File: src/rtl/alu_pkg.sv
// Shared ALU definitions: FunSel codes, flag bit positions and
// the sequencer state encoding.
package alu_pkg;

  localparam int ALU_DATA_W   = 16;
  localparam int ALU_FLAG_W   = 4;
  localparam int ALU_REPEAT_W = 4;
  localparam int ALU_FS_W     = 5;

  // bit4 selects 16-bit operation, bit4=0 is the 8-bit variant
  localparam logic [4:0] FS_ADD8  = 5'b00100;
  localparam logic [4:0] FS_ADC8  = 5'b00101;
  localparam logic [4:0] FS_SUB8  = 5'b00110;
  localparam logic [4:0] FS_XOR8  = 5'b01001;
  localparam logic [4:0] FS_LSL8  = 5'b01011;
  localparam logic [4:0] FS_LSR8  = 5'b01100;
  localparam logic [4:0] FS_ADD16 = 5'b10100;
  localparam logic [4:0] FS_ADC16 = 5'b10101;
  localparam logic [4:0] FS_SUB16 = 5'b10110;
  localparam logic [4:0] FS_XOR16 = 5'b11001;
  localparam logic [4:0] FS_LSL16 = 5'b11011;
  localparam logic [4:0] FS_LSR16 = 5'b11100;

  localparam int FLAG_Z = 3;
  localparam int FLAG_C = 2;
  localparam int FLAG_N = 1;
  localparam int FLAG_O = 0;

  typedef enum logic [1:0] {
    IDLE,
    EXEC,
    CAPTURE,
    RESP
  } seq_state_t;

endpackage

File: src/rtl/alu_op_sequencer.sv
// Runs one ALU FunSel for 1..16 iterations, feeding ALUOut back
// into A, and returns the final result and flags.
module alu_op_sequencer
  import alu_pkg::*;
#(
  parameter int DATA_W   = ALU_DATA_W,
  parameter int FLAG_W   = ALU_FLAG_W,
  parameter int REPEAT_W = ALU_REPEAT_W
) (
  input  logic                Clock,
  input  logic                Reset,
  input  logic                req_valid,
  output logic                req_ready,
  input  logic [4:0]          req_funsel,
  input  logic [DATA_W-1:0]   req_a,
  input  logic [DATA_W-1:0]   req_b,
  input  logic [REPEAT_W-1:0] req_repeat,
  output logic                rsp_valid,
  input  logic                rsp_ready,
  output logic [DATA_W-1:0]   rsp_result,
  output logic [FLAG_W-1:0]   rsp_flags,
  output logic [DATA_W-1:0]   alu_a,
  output logic [DATA_W-1:0]   alu_b,
  output logic [4:0]          alu_funsel,
  output logic                alu_wf,
  input  logic [DATA_W-1:0]   alu_out,
  input  logic [FLAG_W-1:0]   alu_flags,
  output logic                busy
);

  seq_state_t          state;
  logic [DATA_W-1:0]   acc;
  logic [DATA_W-1:0]   b_q;
  logic [DATA_W-1:0]   res_q;
  logic [4:0]          fs_q;
  logic [FLAG_W-1:0]   flags_q;
  logic [REPEAT_W-1:0] count;
  logic                ready_q;
  logic                valid_q;
  logic                wf_q;
  logic                busy_q;

  always_ff @(posedge Clock) begin
    if (Reset) begin
      state   <= IDLE;
      acc     <= '0;
      b_q     <= '0;
      fs_q    <= '0;
      count   <= '0;
      res_q   <= '0;
      flags_q <= '0;
      ready_q <= 1'b1;
      valid_q <= 1'b0;
      wf_q    <= 1'b0;
      busy_q  <= 1'b0;
    end else begin
      unique case (state)
        IDLE: begin
          if (req_valid) begin
            acc     <= req_a;
            b_q     <= req_b;
            fs_q    <= req_funsel;
            count   <= req_repeat;
            ready_q <= 1'b0;
            wf_q    <= 1'b1;
            busy_q  <= 1'b1;
            state   <= EXEC;
          end
        end
        EXEC: begin
          acc <= alu_out;
          if (count == '0) begin
            wf_q  <= 1'b0;
            state <= CAPTURE;
          end else begin
            count <= count - 1'b1;
          end
        end
        CAPTURE: begin
          // flags were written by the last EXEC edge
          res_q   <= acc;
          flags_q <= alu_flags;
          valid_q <= 1'b1;
          state   <= RESP;
        end
        RESP: begin
          if (rsp_ready) begin
            valid_q <= 1'b0;
            ready_q <= 1'b1;
            busy_q  <= 1'b0;
            state   <= IDLE;
          end
        end
      endcase
    end
  end

  // reset forces every output low in the same cycle
  assign req_ready  = ~Reset & ready_q;
  assign rsp_valid  = ~Reset & valid_q;
  assign alu_wf     = ~Reset & wf_q;
  assign busy       = ~Reset & busy_q;
  assign rsp_result = Reset ? '0 : res_q;
  assign rsp_flags  = Reset ? '0 : flags_q;
  assign alu_a      = Reset ? '0 : acc;
  assign alu_b      = Reset ? '0 : b_q;
  assign alu_funsel = Reset ? '0 : fs_q;

endmodule
File: config.mk
export PLATFORM = sky130hd
export DESIGN_NAME = alu_op_sequencer
export DESIGN_NICKNAME = d
export VERILOG_FILES = /design/src/rtl/alu_pkg.sv /design/src/rtl/alu_op_sequencer.sv
export SDC_FILE = /design/constraint.sdc
export NUM_CORES = 1
export LEC_CHECK = 0
export BUFFER_PORTS_ARGS = -buffer_cell sky130_fd_sc_hd__clkbuf_2
export CORE_UTILIZATION = 50
export CTS_BUF_LIST = sky130_fd_sc_hd__clkbuf_4
export CTS_CLUSTER_DIAMETER = 200
export DETAILED_ROUTE_END_ITERATION = 12
export PLACE_DENSITY = 0.86
export SLEW_MARGIN = 20
export SYNTH_ARGS = -nofsm -noshare
export SYNTH_HDL_FRONTEND = slang
export SYNTH_SLANG_ARGS = --single-unit
export TNS_END_PERCENT = 5
File: constraint.sdc
create_clock -name Clock -period 1.79 [get_ports Clock]
set_input_delay 0.0895 -clock Clock [delete_from_list [all_inputs] [get_ports Clock]]
set_output_delay 0.0895 -clock Clock [all_outputs]
set_load 0.01 [all_outputs]
==> results of run 1 <==
-- flip-flops by register name (all words and copies together) (netlist names) --
name and flops:
count 4, busy_q 1, res_q 16, fs_q 5
state 2, flags_q 4, wf_q 1, b_q 16
valid_q 1, ready_q 1, acc 16
-- synth_stat cells (all sizes together), types with 2 or more instances --
master | count | area [um^2]
clkbuf | 16 | 60.1
nor4 | 2 | 12.5
inv | 6 | 22.5
nand2b | 2 | 12.5
nor2 | 38 | 143
nand2 | 47 | 176
o21ai | 6 | 30.0
a21oi | 27 | 135
nor2b | 65 | 407
mux2i | 38 | 380
dfxtp | 67 | 1340
o21bai | 2 | 15.0
a211oi | 16 | 120
buf | 12 | 55.1
ha | 6 | 75.1
-- what timing repair did --
| action | in CTS | in global routing |
|---|---|---|
| resized for setup | 0 | 2 |
| setup endpoints to repair | 0 | 3 |
| hold buffers | 31 | 0 |
| hold endpoints to repair | 30 | 0 |
-- placed cells by master (no fill, tap or decap), types with 6 or more instances in the layout --
cell type	n
clkbuf_4	9
buf_4	6
nor2b_1	65
nor2_1	38
mux2i_1	38
nand2_1	47
o21ai_0	6
dfxtp_1	67
a21oi_1	27
clkbuf_2	124
dlygate4sd3_1	31
a211oi_1	16
inv_1	6
-- cell type report --
type,count,area (um^2),share of cell area
Multi-Input combinational cell,268,1680,0.386
Clock inverter,7,92.6,0.0213
Clock buffer,9,67.6,0.0155
Sequential cell,67,1340,0.308
Inverter,6,22.5,0.00517
Timing Repair Buffer,165,1060,0.243
Tap cell,75,93.8,0.0216
-- critical path, cell delays in order (launching register included) --
cell and delay [ns]:
dfxtp_1 0.36, inv_1 0.10, ha_2 0.21, or3b_4 0.40, a211o_1 0.31, a221oi_2 0.26
-- cells by family (layout without fill, tap and decap cells) --
family                   after synthesis  in the layout  share of synthesized area
AO/OA/AOI/OAI                         59             59                      0.119
adder cells (fa/ha/maj)                6              6                     0.0238
buffers and inverters                 34            187                     0.0436
flip-flops                            67             67                      0.425
multiplexers                          39             39                      0.124
AND/OR/NAND/NOR                      164            164                      0.264
-- worst min path at each step --
stage                  startpoint                   end  slack, ns  depth (start not counted)
CTS                    alu_out[7]   acc[7]$_SDFFE_PP0P_      0.006                          3
finish                   req_a[0]   acc[0]$_SDFFE_PP0P_       0.02                          3
global route           alu_out[3]   acc[3]$_SDFFE_PP0P_       0.02                          3
global placement         req_b[9]   b_q[9]$_SDFFE_PP0P_       0.31                          3
floorplan                req_b[0]   b_q[0]$_SDFFE_PP0P_       0.23                          2
detailed placement  req_funsel[1]  fs_q[1]$_SDFFE_PP0P_       0.32                          3
-- report_power, final --
| part | leakage [nW] | total (mW) | switching (mW) | internal, mW |
|---|---|---|---|---|
| Combinational | 1.31 | 2.35 | 1.24 | 1.11 |
| Sequential | 0.549 | 2.08 | 0.238 | 1.84 |
| Clock | 0.0896 | 1.11 | 0.544 | 0.564 |
-- metal layers --
metal,routed length [um],global-route usage,up-vias
met2,4010,0.426,111
li1,-,-,1530
met4,121,0.130,0
met3,449,0.0456,14
met5,0,0,-
met1,3200,0.271,1358
==> flow_summary.yaml, run 1 <==
drt:
  ant_nets: 0
  vias_per_cell: 5.05
  vias: 3013
  drc_errors: 0
  first_pass_iters: 4
  wl_per_cell_um: 13.0
  wl_um: 7780
  drt_iter0_markers: 107
global_routing:
  grtUsageTotal: 0.241
  grt_pass1_vias: 2834
  grt_start_max_net_pins: 42
  antenna_found_initial: 0
  grt_pass1_wl_um: 12300
  gr-total-overflow: 0
sta:
  slew_headroom: 0.776
  setup_ws_ns: 0.0706
  fin_crit_ns: 1.72
  finalSetupTns_ns: 0
  rsz0062_at_grt: "true"
  clock.fmax_mhz: 582
  maxSlewViolCount: 0
  clock_skew_ns: 0.0108
  setup_viol: 0
  fin_crit_sh: 0.961
  finalHoldViolCount: 0
  worst_pin_slew_ns: 0.326
  fin_hold_ws_ns: 0.0236
critical_path:
  rrSetupSlack_ns: 0.07
  r2r-end: "state[0]$_SDFFE_PP0P_"
  crit_fanout: 5
  crit_start: "count[0]$_SDFFE_PP0P_"
  crit_arrival_ns: 2.04
  required_ns: 2.11
  worstRegToRegCells: 5
  crit_end: "state[0]$_SDFFE_PP0P_"
  cp-start-kind: "flip-flop"
  cp-end-kind: "flip-flop"
  critPathKind: "reg2reg"
  rr_startpoint: "count[0]$_SDFFE_PP0P_"
floorplan:
  dieWidth_um: 81.4
  io_pins: 126
  initial_core_util: 0.527
  rows: 28
  dieArea_um2: 6630
  core-area_um2: 5990
  chipHeight_um: 81.4
synthesis:
  yosys_warnings: 0
  ys_ff_latch: 67
  syn_avg_cell_area_um2: 8.55
  synth_area_um2: 3150
  synthCells: 369
  synth-edff-count: 0
  syn_nets: 440
  synth_top_flop_cell: "dfxtp_1"
  yosysSeqAreaShare: 0.425
  ys_types: 35
  async_flop_share: 0
placement:
  placed_cell_area_um2: 3880
  gp_congestion: 0.836
  dp_hpwl_um: 5100
  place_ws_ns: 0.0737
  numPortBuffers: 125
  placedCellCount: 550
cts:
  cts_max_level: 3
  cts.path.max_buffers: 2
  path_clk_slew_ns: 0.12
  postCtsSetupRepairBufs: 0
  cts_tree: "done"
  cts-root-buf: "clkbuf_4"
  numCtsBuffers: 9
  clk_latency_ns: 0.40
  cts_sinks: 67
status:
  status: "finished clean"
pwr:
  leakage_nw: 1.95
  total_power_mw: 5.54
  peakVddDrop_uv: 793
  pwr_density_cell_nw_per_um2: 1270
final_layout:
  area_growth_pct: 38.0
  instances_no_fill: 597
  final_core_util: 0.727
  nets: 588
  n_fill_cell: 463
  diodes: 0
  drive_gt1_frac: 0.305
  design_area_um2: 4350
run:
  cap_viol_max_count: 0
min_path:
  hold_path.class: "in2reg"
Note: power is estimated with default switching activity, not from simulation.
==> run 2, diff against run 1 <==
--- a/config.mk
+++ b/config.mk
@@ -6,11 +6,12 @@
 export NUM_CORES = 1
 export LEC_CHECK = 0
 export BUFFER_PORTS_ARGS = -buffer_cell sky130_fd_sc_hd__clkbuf_2
-export CORE_UTILIZATION = 50
-export CTS_BUF_LIST = sky130_fd_sc_hd__clkbuf_4
+export CORE_UTILIZATION = 48
 export CTS_CLUSTER_DIAMETER = 200
 export DETAILED_ROUTE_END_ITERATION = 12
-export PLACE_DENSITY = 0.86
+export GPL_ROUTABILITY_DRIVEN = 0
+export PLACE_DENSITY = 0.83
+export RECOVER_POWER = 50
 export SLEW_MARGIN = 20
 export SYNTH_ARGS = -nofsm -noshare
 export SYNTH_HDL_FRONTEND = slang
==> flow_summary.yaml, run 2 (synthesis gave the netlist of run 1 again) <==
status:
  status: "finished clean"
min_path:
  worstHoldStart: "req_repeat[3]"
  holdPathStages: 3
  hold_path.class: "in2reg"
  holdPathEnd: "count[3]$_SDFFE_PP0P_"
final_layout:
  nets: 581
  reg_top3: "acc x16, b_q x16, res_q x16"
  instances_no_fill: 592
  mostFrequentLayoutCells: "dfxtp_1, nor2b_1, clkbuf_2"
  diodes: 0
  area_growth_pct: 34.4
  design_area_um2: 4240
  drive_gt1_frac: 0.192
  layout_commonest_cell: "dfxtp_1"
  n_fill_cell: 540
run:
  cap_viol_max_count: 0
placement:
  placed_cell_area_um2: 3850
  numPortBuffers: 125
  placedCellCount: 551
  dp_hpwl_um: 4910
floorplan:
  io_pins: 126
  core-area_um2: 6350
  dieArea_um2: 6900
  dieWidth_um: 83.1
  chipHeight_um: 83.1
  rows: 29
  initial_core_util: 0.497
global_routing:
  grt_pass1_wl_um: 12700
  grtUsageTotal: 0.224
  grt_pass1_vias: 2874
  antenna_found_initial: 0
  grt_start_max_net_pins: 70
  gr-total-overflow: 0
critical_path:
  crit_path_max_incr_delay_ns: 0.40
  crit_path_top_delay_cell: "or3b_4"
  cp-end-kind: "flip-flop"
  crit_buf_inv: 1
  critPathKind: "reg2reg"
  required_ns: 2.03
  crit_arrival_ns: 1.98
  crit_chain: "inv_1 > ha_2 > or3b_4 > a211o_1 > a221oi_2"
  cp-start-kind: "flip-flop"
  crit_fanout: 5
  cp_top_family: "compound AO/OA/AOI/OAI gates"
  worstRegToRegCells: 5
  r2r-end: "state[0]$_SDFFE_PP0P_"
  rr_startpoint: "count[0]$_SDFFE_PP0P_"
  rrSetupSlack_ns: 0.05
cts:
  path_clk_slew_ns: 0.07
  cts.path.max_buffers: 2
  cts_max_level: 3
  cts_tree: "done"
  clk_latency_ns: 0.33
  cts-root-buf: "clkbuf_8"
  postCtsSetupRepairBufs: 0
  numCtsBuffers: 9
  cts_sinks: 67
drt:
  vias_per_cell: 5.04
  first_pass_iters: 4
  wl_um: 7600
  ant_nets: 0
  wl_per_cell_um: 12.8
  drt_iter0_markers: 73
  vias: 2981
  drc_errors: 0
sta:
  fin_crit_ns: 1.74
  fin_crit_sh: 0.973
  worst_pin_slew_ns: 0.592
  fin_hold_ws_ns: 0.0326
  clock_skew_ns: 0.00538
  setup_viol: 0
  slew_headroom: 0.605
  clock.fmax_mhz: 574
  rsz0062_at_grt: "true"
  maxSlewViolCount: 0
  finalHoldViolCount: 0
pwr:
  leakage_nw: 1.73
  pwr_density_cell_nw_per_um2: 1340
  peakVddDrop_uv: 841
run 2: cell types whose count changed in the layout (fill, tap and decap cells not counted):
cell and change:
buf_6 +1, clkbuf_4 -8, clkbuf_1 +59, dlygate4sd3_1 -6
buf_12 -3, clkbuf_2 -59, clkbuf_8 +9
run 2: layout make-up:
type | count | area (um^2) | share of cell area
multi-input combinational | 268 | 1680 | 0.397
sequential | 67 | 1340 | 0.317
timing repair buffer | 158 | 881 | 0.208
clock buffer | 9 | 124 | 0.0292
tap | 77 | 96.3 | 0.0227
clock inverter | 7 | 92.6 | 0.0218
inverter | 6 | 22.5 | 0.00531
run 2: worst max-delay path by stage:
stage | start | end | slack [ns] | depth (start not counted)
after CTS | count[0]$_SDFFE_PP0P_ | state[0]$_SDFFE_PP0P_ | 0.04 | 5
after global placement | state[1]$_SDFFE_PP0P_ | count[1]$_SDFFE_PP0P_ | 0.14 | 5
final | count[0]$_SDFFE_PP0P_ | state[0]$_SDFFE_PP0P_ | 0.05 | 5
after floorplan | state[0]$_SDFFE_PP0P_ | acc[10]$_SDFFE_PP0P_ | 0.18 | 6
after global routing | state[1]$_SDFFE_PP0P_ | count[1]$_SDFFE_PP0P_ | -0.02 | 5
after detailed placement | count[0]$_SDFFE_PP0P_ | state[0]$_SDFFE_PP0P_ | 0.05 | 5
run 2: tightest hold or removal path, delay by kind of cell:
family	cells	cell delay (ns)
buffers and inverters	1	0.08
AND/OR/NAND/NOR	1	0.08
AO/OA/AOI/OAI	1	0.06
run 2: what timing repair did:
item,in CTS,in global routing
setup endpoints to repair,0,7
hold endpoints to repair,25,0
hold buffers,25,0
resized for setup,0,3
run 2: stage by stage:
step	TNS (ns)	worst slack, ns	utilization	power, mW
floorplan	0	0.177	-	3.72
global placement	0	0.145	0.606	4.24
detailed placement	0	0.0510	0.606	4.34
CTS	0	0.0374	0.680	5.75
global route	-0.0364	-0.0212	0.667	6.06
finish	0	0.0481	0.667	5.68
run 2: power by group:
group	switching (mW)	internal, mW	total [mW]
combinational	1.22	1.03	2.25
clock	0.575	0.781	1.36
sequential	0.236	1.84	2.08
total	2.03	3.65	5.68
run 2: layer usage:
layer,part of all wire,track usage
met1,0.43,0.261
met2,0.49,0.389
met3,0.061,0.0557
met4,0.021,0.0972
met5,0,0
==> run 3, diff against run 2 <==
--- a/config.mk
+++ b/config.mk
@@ -5,12 +5,13 @@
 export SDC_FILE = /design/constraint.sdc
 export NUM_CORES = 1
 export LEC_CHECK = 0
+export ABC_AREA = 1
 export BUFFER_PORTS_ARGS = -buffer_cell sky130_fd_sc_hd__clkbuf_2
 export CORE_UTILIZATION = 48
 export CTS_CLUSTER_DIAMETER = 200
 export DETAILED_ROUTE_END_ITERATION = 12
 export GPL_ROUTABILITY_DRIVEN = 0
-export PLACE_DENSITY = 0.83
+export PLACE_DENSITY = 0.84
 export RECOVER_POWER = 50
 export SLEW_MARGIN = 20
 export SYNTH_ARGS = -nofsm -noshare
==> flow_summary.yaml, run 3 <==
placement:
  placed_cell_area_um2: 3750
  numPortBuffers: 125
  placedCellCount: 624
  place_ws_ns: 0.264
  dp_hpwl_um: 5500
drt:
  vias_per_cell: 4.94
  drc_errors: 0
  wl_per_cell_um: 12.5
  vias: 3258
  ant_nets: 0
  first_pass_iters: 4
  drt_iter0_markers: 215
  wl_um: 8230
pwr:
  swShare: 0.397
  pwr_density_cell_nw_per_um2: 1450
  leakage_nw: 1.82
  power.share.combinational: 0.403
  intPower_mw: 3.54
  seq_power_share: 0.386
  p_switching_mw: 2.33
  peakVddDrop_uv: 788
  p_clk_frac: 0.211
  total_power_mw: 5.86
floorplan:
  io_pins: 126
  core-area_um2: 6030
  rows: 28
  dieArea_um2: 6650
  initial_core_util: 0.504
  chipHeight_um: 81.6
  dieWidth_um: 81.6
final_layout:
  diodes: 0
  layout_commonest_cell: "nor2_1"
  design_area_um2: 4050
  nets: 650
  reg_top3: "acc x16, b_q x16, res_q x16"
  mostFrequentLayoutCells: "nor2_1, inv_1, dfxtp_1"
  drive_gt1_frac: 0.159
  instances_no_fill: 659
  area_growth_pct: 33.4
sta:
  clock.fmax_mhz: 632
  maxSlewViolCount: 0
  setup_ws_ns: 0.209
  finalSetupTns_ns: 0
  fin_crit_ns: 1.58
  slew_headroom: 0.735
  rsz0062_at_grt: "false"
  fin_crit_sh: 0.883
  clock_skew_ns: 0.00447
  worst_pin_slew_ns: 0.397
  finalHoldViolCount: 0
  setup_viol: 0
synthesis:
  syn_nets: 513
  ys_top_cells_by_area: "dfxtp_1, nor2_1, inv_1"
  synth_top_flop_cell: "dfxtp_1"
  yosysSeqAreaShare: 0.442
  synth_top_area_share: 0.442
  synth_area_um2: 3040
  synth_common_cells: "nor2_1, inv_1, dfxtp_1, nand2_1, o21ai_0"
  ys_ff_latch: 67
  synth-edff-count: 0
  synth_top_cell_by_area: "dfxtp_1"
  async_flop_share: 0
  synth.most_common_cell: "nor2_1"
  yosys_warnings: 0
  syn_avg_cell_area_um2: 6.87
  synthCells: 442
  ys_types: 22
critical_path:
  cp-end-kind: "flip-flop"
  crit_buf_inv: 2
  cp-start-kind: "flip-flop"
  crit_path_max_incr_delay_ns: 0.34
  crit_fanout: 32
  cp_top_family: "compound AO/OA/AOI/OAI gates"
  crit_chain: "inv_1 > ha_1 > nand2_2 > o21ai_4 > buf_12 > o21ai_1 > a31oi_1"
  critPathKind: "reg2reg"
  crit_path_top_delay_cell: "dfxtp_1"
  required_ns: 2.05
  crit_arrival_ns: 1.85
min_path:
  hold_path.class: "in2reg"
cts:
  cts-root-buf: "clkbuf_8"
  cts_max_level: 3
  clk_latency_ns: 0.33
  cts_sinks: 67
  postCtsSetupRepairBufs: 0
  cts.path.max_buffers: 2
  cts_tree: "done"
  cts_resized: 0
  numCtsBuffers: 9
  cts_hold_buf: 19
  path_clk_slew_ns: 0.07
global_routing:
  antenna_found_initial: 0
  gr-total-overflow: 0
  grt_pass1_vias: 2932
  grt_pass1_wl_um: 12700
  grt_start_max_net_pins: 44
  grtUsageTotal: 0.250
run:
  cap_viol_max_count: 0
status:
  status: "finished clean"
-- run 3: cell count changes in the layout (fill, tap and decap cells not counted), moves of 3 or more --
cell,delta
a31oi_1,+15
nor2_1,+39
clkbuf_1,+3
o21ai_1,+14
inv_1,+68
mux2i_1,-38
o21ai_0,+45
nor2b_1,-65
dlygate4sd3_1,-6
a211oi_1,-15
a21oi_1,+18
nand2_1,+6
-- run 3: metal layers --
metal  vias to the layer above  track usage  share of wire
met5                         -            0              0
met4                         0        0.118          0.026
met3                        26       0.0622          0.065
met2                       123        0.433           0.49
met1                      1443        0.288           0.42
li1                       1666            -              -
-- run 3: worst paths after layout --
| path | endpoint | startpoint | cells past startpoint | slack [ns] |
|---|---|---|---|---|
| max | acc[6]$_SDFFE_PP0P_ | state[0]$_SDFFE_PP0P_ | 7 | 0.21 |
| min reg2reg | b_q[11]$_SDFFE_PP0P_ | b_q[11]$_SDFFE_PP0P_ | 2 | 0.45 |
| min | acc[13]$_SDFFE_PP0P_ | alu_out[13] | 3 | 0.01 |
| max reg2reg | acc[6]$_SDFFE_PP0P_ | state[0]$_SDFFE_PP0P_ | 7 | 0.21 |
-- run 3: cell families (layout without fill, tap and decap cells) --
kind of cell | Yosys count | after routing | share of synthesized area
buffers and inverters | 103 | 245 | 0.133
adders and majority gates | 6 | 6 | 0.0247
and+or+nand+nor | 136 | 136 | 0.173
AOI/OAI and AO/OA | 130 | 130 | 0.227
DFF | 67 | 67 | 0.442
-- run 3: power groups by stage --
stage / Sequential, mW / Clock (mW) / Combinational, mW
after CTS: 2.26 / 1.27 / 2.42
after global placement: 2.26 / 0 / 2.26
after global routing: 2.33 / 1.34 / 2.69
after floorplan: 2.21 / 0 / 1.68
final: 2.26 / 1.24 / 2.37
after detailed placement: 2.28 / 0 / 2.37
-- run 3: worst min-delay path, delay by kind of cell --
family,cells,cell delay [ns]
AOI/OAI and AO/OA,1,0.08
buffers and inverters,1,0.08
and+or+nand+nor,1,0.06
-- run 3: per-stage QoR --
stage | utilization | hold WS, ns
after floorplan | - | 0.245
after global placement | 0.622 | 0.338
after detailed placement | 0.622 | 0.346
after CTS | 0.685 | 0.000178
after global routing | 0.673 | 0.00744
final | 0.673 | 0.0127
-- run 3: cell type report --
type,instances,area [um^2]
clock buffers,11,141
clock inverters,5,52.6
fillers,569,1970
inverters,75,282
multi-input cells,272,1290
flip-flops and latches,67,1340
well taps,75,93.8
repair buffers,154,852
